==> config.mk <==
export PLATFORM = sky130hd
export DESIGN_NAME = lamp_sqrt_ctrl
export DESIGN_NICKNAME = d
export VERILOG_FILES = /design/src/rtl/lamp_sqrt_ctrl.sv
export SDC_FILE = /design/constraint.sdc
export NUM_CORES = 1
export LEC_CHECK = 0
export ABC_AREA = 1
export CAP_MARGIN = 20
export CORE_ASPECT_RATIO = 1.1
export CORE_MARGIN = 4
export CORE_UTILIZATION = 25
export DETAILED_ROUTE_END_ITERATION = 16
export PLACE_DENSITY_LB_ADDON = 0.12
export REMOVE_ABC_BUFFERS = 1
export SLEW_MARGIN = 15
export SYNTH_ARGS = -nofsm -noshare
export SYNTH_HDL_FRONTEND = slang
export SYNTH_SLANG_ARGS = --single-unit
==> constraint.sdc <==
create_clock -name clk -period 2.8 [get_ports clk]
set_input_delay 0.56 -clock clk [delete_from_list [all_inputs] [get_ports clk]]
set_output_delay 0.56 -clock clk [all_outputs]
set_load 0.02 [all_outputs]
==> src/rtl/lamp_sqrt_ctrl.sv <==
// rtl/lamp_sqrt_ctrl.sv - lampFP sqrt / inverse-sqrt front-end driving the iterative mantissa core
module lamp_sqrt_ctrl #(
    parameter int E_DW    = 8,
    parameter int F_DW    = 7,
    parameter int BIAS    = 127,
    parameter int TIMEOUT = 15
) (
    input  logic                  clk,
    input  logic                  rst,
    input  logic                  doSqrt_i,
    input  logic                  doInvSqrt_i,
    input  logic [E_DW+F_DW:0]    op_i,
    output logic [E_DW+F_DW:0]    result_o,
    output logic                  isResultValid_o,
    output logic                  busy_o,
    output logic                  coreDoSqrt_o,
    output logic                  coreDoInvSqrt_o,
    output logic [F_DW+1:0]       coreS_o,
    input  logic [F_DW+1:0]       coreRes_i,
    input  logic                  coreValid_i
);
    localparam int W  = 1 + E_DW + F_DW;
    localparam int SW = F_DW + 2;
    localparam int XW = E_DW + 2;
    localparam int CW = $clog2(TIMEOUT + 1);
    localparam logic [W-1:0] QNAN = {1'b0, {E_DW{1'b1}}, 1'b1, {(F_DW-1){1'b0}}};
    localparam logic [W-1:0] PINF = {1'b0, {E_DW{1'b1}}, {F_DW{1'b0}}};
    localparam logic signed [XW-1:0] BIAS_X = XW'(BIAS);
    localparam logic signed [XW-1:0] ONE_X  = XW'(1);

    typedef enum logic [2:0] {IDLE, SPECIAL, ISSUE, WAIT, PACK} state_t;

    state_t                 state;
    logic [W-1:0]           op_r;
    logic                   inv;
    logic                   from_core;
    logic [SW-1:0]          r;
    logic [W-1:0]           pend;
    logic signed [XW-1:0]   e_half;
    logic [CW-1:0]          cnt;

    logic                   in_special;
    logic [SW-1:0]          s_in;
    logic signed [XW-1:0]   e_in;
    logic signed [XW-1:0]   e_half_in;
    logic [W-1:0]           spec_res;
    logic signed [XW-1:0]   adj;
    logic signed [XW-1:0]   exp_n;
    logic [F_DW-1:0]        frac_n;
    logic                   unused_exp_hi;

    // Incoming operand: classification, unbiased exponent and core significand
    always_comb begin
        in_special = (op_i[W-2:F_DW] == '1) || (op_i[W-2:F_DW] == '0) || op_i[W-1];
        e_in       = $signed({2'b00, op_i[W-2:F_DW]}) - BIAS_X;
        e_half_in  = e_in[0] ? ((e_in + ONE_X) >>> 1) : (e_in >>> 1);
        s_in       = e_in[0] ? {1'b0, 1'b1, op_i[F_DW-1:0]} : {1'b1, op_i[F_DW-1:0], 1'b0};
    end

    // Zero/denormal is tested before sign so that -0 keeps its sign
    always_comb begin
        spec_res = QNAN;
        if (op_r[W-2:F_DW] == '1) begin
            if (op_r[F_DW-1:0] == '0 && !op_r[W-1])
                spec_res = inv ? '0 : PINF;
        end else if (op_r[W-2:F_DW] == '0) begin
            spec_res = inv ? {op_r[W-1], {E_DW{1'b1}}, {F_DW{1'b0}}} : {op_r[W-1], {(W-1){1'b0}}};
        end
    end

    always_comb begin
        adj    = r[SW-1] ? '0 : ONE_X;
        exp_n  = inv ? (BIAS_X - e_half - adj) : (e_half + BIAS_X - adj);
        frac_n = r[SW-1] ? r[SW-2:1] : r[SW-3:0];
    end
    assign unused_exp_hi = ^exp_n[XW-1:E_DW];

    always_ff @(posedge clk or negedge rst) begin
        if (!rst) begin
            state           <= IDLE;
            op_r            <= '0;
            inv             <= 1'b0;
            from_core       <= 1'b0;
            r               <= '0;
            pend            <= '0;
            e_half          <= '0;
            cnt             <= '0;
            result_o        <= '0;
            isResultValid_o <= 1'b0;
            busy_o          <= 1'b0;
            coreDoSqrt_o    <= 1'b0;
            coreDoInvSqrt_o <= 1'b0;
            coreS_o         <= '0;
        end else begin
            coreDoSqrt_o    <= 1'b0;
            coreDoInvSqrt_o <= 1'b0;
            isResultValid_o <= 1'b0;
            case (state)
                IDLE: begin
                    if (doSqrt_i || doInvSqrt_i) begin
                        op_r      <= op_i;
                        inv       <= !doSqrt_i;
                        from_core <= 1'b0;
                        busy_o    <= 1'b1;
                        if (in_special) begin
                            state <= SPECIAL;
                        end else begin
                            state           <= ISSUE;
                            coreS_o         <= s_in;
                            e_half          <= e_half_in;
                            coreDoSqrt_o    <= doSqrt_i;
                            coreDoInvSqrt_o <= !doSqrt_i;
                        end
                    end
                end
                SPECIAL: begin
                    pend  <= spec_res;
                    state <= PACK;
                end
                ISSUE: begin
                    cnt   <= '0;
                    state <= WAIT;
                end
                WAIT: begin
                    if (coreValid_i) begin
                        r         <= coreRes_i;
                        from_core <= 1'b1;
                        state     <= PACK;
                    end else if (cnt == CW'(TIMEOUT)) begin
                        pend  <= QNAN;
                        state <= PACK;
                    end else begin
                        cnt <= cnt + CW'(1);
                    end
                end
                PACK: begin
                    result_o        <= from_core ? {1'b0, exp_n[E_DW-1:0], frac_n} : pend;
                    isResultValid_o <= 1'b1;
                    busy_o          <= 1'b0;
                    state           <= IDLE;
                end
                default: state <= IDLE;
            endcase
        end
    end
endmodule

==> summary by stage <==
Finish
The number of fill cells is 1,672. Measured on the finished design, the core utilization comes to 0.3274. In the layout the commonest cells are sky130_fd_sc_hd__nand2_1 (160), sky130_fd_sc_hd__dfrtp_1 (74), sky130_fd_sc_hd__inv_1 (61), sky130_fd_sc_hd__clkdlybuf4s50_1 (57), sky130_fd_sc_hd__o21ai_0 (56). Of the cells placed in the final design, the portion with a size suffix greater than 1 is 0.06491. The net count of the finished layout is 616. The antenna diode count is 0.

Excluding fillers, the count of instances in the completed layout stands at 770. The layout overhead on the synthesized area is 27.94%. Leaving out fill and tap cells, the most frequent cell in the layout is sky130_fd_sc_hd__nand2_1.

Detailed routing
Summed over all layers, the routed wires come to between 9000 and 10,000 um. The count of nets left with antenna violations after detail routing is 0. For this run, the detailed router's first-pass iteration total came to 4. In the routed layout, each cell is associated on average with a via count of 4.305.

In the routed design, unresolved DRC markers number 0. In the final routed layout, each cell accounts on average for between 10 and 15 um. The number of DRC markers after the initial detailed-route iteration is 165. The total number of vias is 3,315.

Logic synthesis
For this run, the register share of the synthesized area comes to 0.4599. The biggest area consumer among synthesized cells is sky130_fd_sc_hd__dfrtp_1. The commonest register cell after synthesis is sky130_fd_sc_hd__dfrtp_1. The netlist uses 37 different library cells. In the synthesized netlist the async set-or-reset flop fraction comes to 1.000.

The number of flops mapped to enable cells by yosys is 0. Ranked by total cell area, the synthesized netlist is headed by sky130_fd_sc_hd__dfrtp_1 (46%), sky130_fd_sc_hd__nand2_1 (15%), sky130_fd_sc_hd__o21ai_0 (7.0%). Synthesis inferred between 70 and 80 register bits. During synthesis, Yosys emitted a total of 0 warnings. The gate count after technology mapping is 502. The cell area after technology mapping is 4026 um^2. The fraction of post-synthesis cell area in the top cell type by area is 0.4599.

The per-instance average area after synthesis is roughly 8.0 um^2.

Floorplan
The die covers about 18,000 um^2. The region available for standard cell placement spans 15,740 um^2. The initial standard-cell utilization of the core is 0.2559.

In this run the core area contains 48 standard-cell rows. The overall die height is 141.1 um. The floorplan step set the die width to 129 um. The I/O pin count is 59.

Critical path
STA classifies the critical path startpoint as a flip-flop. In this run the worst path has a maximum fanout of 16. The critical path is of the flip-flop to flip-flop type. Data on the critical path is required at its endpoint by between 3 and 4 ns. The register-to-register setup slack is 0.57 ns.

The worst reg-to-reg path cell count is 14. The origin of the critical flop-to-flop path is r[8]. For the worst setup path, the data arrival time is about 2.5 ns. STA classifies the critical path endpoint as a flip-flop. The worst register-to-register path ends at result_o[14].

STA
The worst setup skew after layout is roughly 0.011 ns. In the final timing run, aggregate negative setup slack is 0 ns. The tightest hold margin is between 0.15 and 0.2 ns. The post-layout worst setup margin is between 0.5 and 0.6 ns. For the pin with the worst max-slew slack, the measured transition is 0.5359 ns. The number of slew-limit violations in the final report was 0. Setup violations remaining at the end of the flow were counted as 0.

The headroom to the max-slew limit is 0.6424. The share of the cycle needed by the critical path after routing is 0.7963. After layout, the minimum clock period comes to about 2.2 ns. The number of hold violations in the final report is 0. Setup repair after global routing left no endpoint under its margin. The maximum clock frequency is 448.5 MHz.

Clock network
TritonCTS built the clock tree. In this run the number of H-tree levels came out at 3. The later pin in the worst-skew pair is clocked with a latency of 0.34 ns. Clock-pin slew was measured on the worst setup and hold paths at 0.06 ns.

The clock tree buffer depth is 2. The tree is rooted in a sky130_fd_sc_hd__clkbuf_16. The total CTS buffers is 9. The post-cts hold buffer count is 0. The number of clock sinks is 74. Buffers added to address setup during post-CTS repair amount to 0. After clock tree synthesis, the repair step resized 0 gates.

Power and ir drop
IR analysis of the VDD net gives a maximum drop of roughly 330 uV. The total power density per cell area is 1045 nW/um^2. The analysis attributes to cell leakage a power of 2.454 nW.

GRT
The number of antenna violations at the first check in global routing is 0. The first global-routing pass estimated 16,570 um of wire. The overflow left after global routing is 0. The maximum number of pins on one net before global-route repair is 75. The number of global-route vias before repair is 3,304.

The global-route usage over all layers is 0.1149.

Placement
The HPWL after detailed placement is 7363 um. The number of I/O port buffers is 58. The worst setup slack before clock tree synthesis is 0.2250 ns. Including well taps, the total number of placed cells is 753. The congestion estimate from routability-driven global placement came to 0.7838.

Status
The run finished with clean final reports.

Flow run
Max-cap violations in this run came to 0.

Min path
The worst min-delay path class is input port to async pin.
==> cell usage after synthesis, types with 3 or more instances <==
| master | instances |
|---|---|
| sky130_fd_sc_hd__a21oi_1 | 11 |
| sky130_fd_sc_hd__nand3b_1 | 3 |
| sky130_fd_sc_hd__buf_2 | 5 |
| sky130_fd_sc_hd__clkbuf_1 | 4 |
| sky130_fd_sc_hd__nand2_1 | 160 |
| sky130_fd_sc_hd__inv_1 | 61 |
| sky130_fd_sc_hd__nand3_1 | 26 |
| sky130_fd_sc_hd__xor2_1 | 6 |
| sky130_fd_sc_hd__nor2_2 | 3 |
| sky130_fd_sc_hd__ha_1 | 19 |
| sky130_fd_sc_hd__dfrtp_1 | 74 |
| sky130_fd_sc_hd__nor2_1 | 31 |
| sky130_fd_sc_hd__o21ai_0 | 56 |
| sky130_fd_sc_hd__xnor2_1 | 6 |
| sky130_fd_sc_hd__o211ai_1 | 4 |
| sky130_fd_sc_hd__nand4_1 | 5 |
==> report_power, final <==
part,switching (W),internal (W),total (W),leakage [nW]
combinational,0.00136,0.000946,0.00230,1.38
clock,0.000485,0.000725,0.00121,0.154
sequential,0.000341,0.00152,0.00187,0.923
total,0.00218,0.00320,0.00538,2.45
==> metal layers <==
| layer | track usage | routed length (um) |
|---|---|---|
| met1 | 0.1508 | 4834 |
| met2 | 0.1812 | 4464 |
| met3 | 0.02804 | 430 |
| met4 | 0.04588 | 206 |
| met5 | 0 | 0 |
==> logic make-up (layout without fill, tap and decap cells) <==
logic type               after synthesis  in the layout  synth area share
AO/OA/AOI/OAI                         78             78            0.1032
AND/OR/NAND/NOR                      239            239            0.2576
adder cells (fa/ha/maj)               21             21           0.06899
flip-flops                            74             74            0.4599
buffers and inverters                 77            145           0.08017
XOR/XNOR                              13             13           0.03014
==> final cells by class <==
| cell class | count | area [um^2] | area share |
|---|---|---|---|
| clock inverter | 6 | 73.82 | 0.01433 |
| sequential | 74 | 1852 | 0.3595 |
| inverter | 65 | 249.0 | 0.04834 |
| tap | 200 | 250.2 | 0.04858 |
| clock buffer | 10 | 239.0 | 0.04639 |
| timing repair buffer | 64 | 635.6 | 0.1234 |
| multi-input combinational | 351 | 1852 | 0.3595 |
==> state kept, by name, summed over array words and instances, names as in the netlist <==
signal	cells
coreDoSqrt_o	1
cnt	4
coreDoInvSqrt_o	1
isResultValid_o	1
r	9
result_o	16
e_half	8
op_r	16
pend	3
inv	1
busy_o	1
state	3
coreS_o	9
from_core	1
==> critical path, stage by stage (launching register included) <==
cell	delay, ns
sky130_fd_sc_hd__dfrtp_1	0.55
sky130_fd_sc_hd__inv_1	0.16
sky130_fd_sc_hd__ha_1	0.15
sky130_fd_sc_hd__inv_1	0.04
sky130_fd_sc_hd__ha_1	0.19
sky130_fd_sc_hd__fa_1	0.36
sky130_fd_sc_hd__nand2_1	0.06
sky130_fd_sc_hd__nand2_1	0.09
sky130_fd_sc_hd__nand2_1	0.07
sky130_fd_sc_hd__nand3_1	0.10
sky130_fd_sc_hd__nand2_1	0.10
sky130_fd_sc_hd__nand2_1	0.05
sky130_fd_sc_hd__nand2_1	0.05
sky130_fd_sc_hd__nand3_1	0.07
sky130_fd_sc_hd__a21oi_1	0.13
==> per-stage QoR <==
stage | instance area, um^2 | power (W)
after global placement | 4818 | 0.004204
after detailed placement | 4818 | 0.004224
after floorplan | 3953 | 0.003365
after CTS | 5131 | 0.005485
after global routing | 5151 | 0.005890
final | 5151 | 0.005381
==> worst max path at each step <==
stage | cells past startpoint | from | slack (ns) | endpoint
final | 14 | r[8] | 0.57 | result_o[14]
after floorplan | 14 | r[8] | 0.84 | result_o[14]
after detailed placement | 9 | op_i[7] | 0.22 | coreS_o[8]
after global placement | 9 | op_i[9] | 0.28 | e_half[5]
after global routing | 14 | r[8] | 0.32 | result_o[14]
after CTS | 14 | r[8] | 0.53 | result_o[14]
Power figures use the tool's default switching activity.
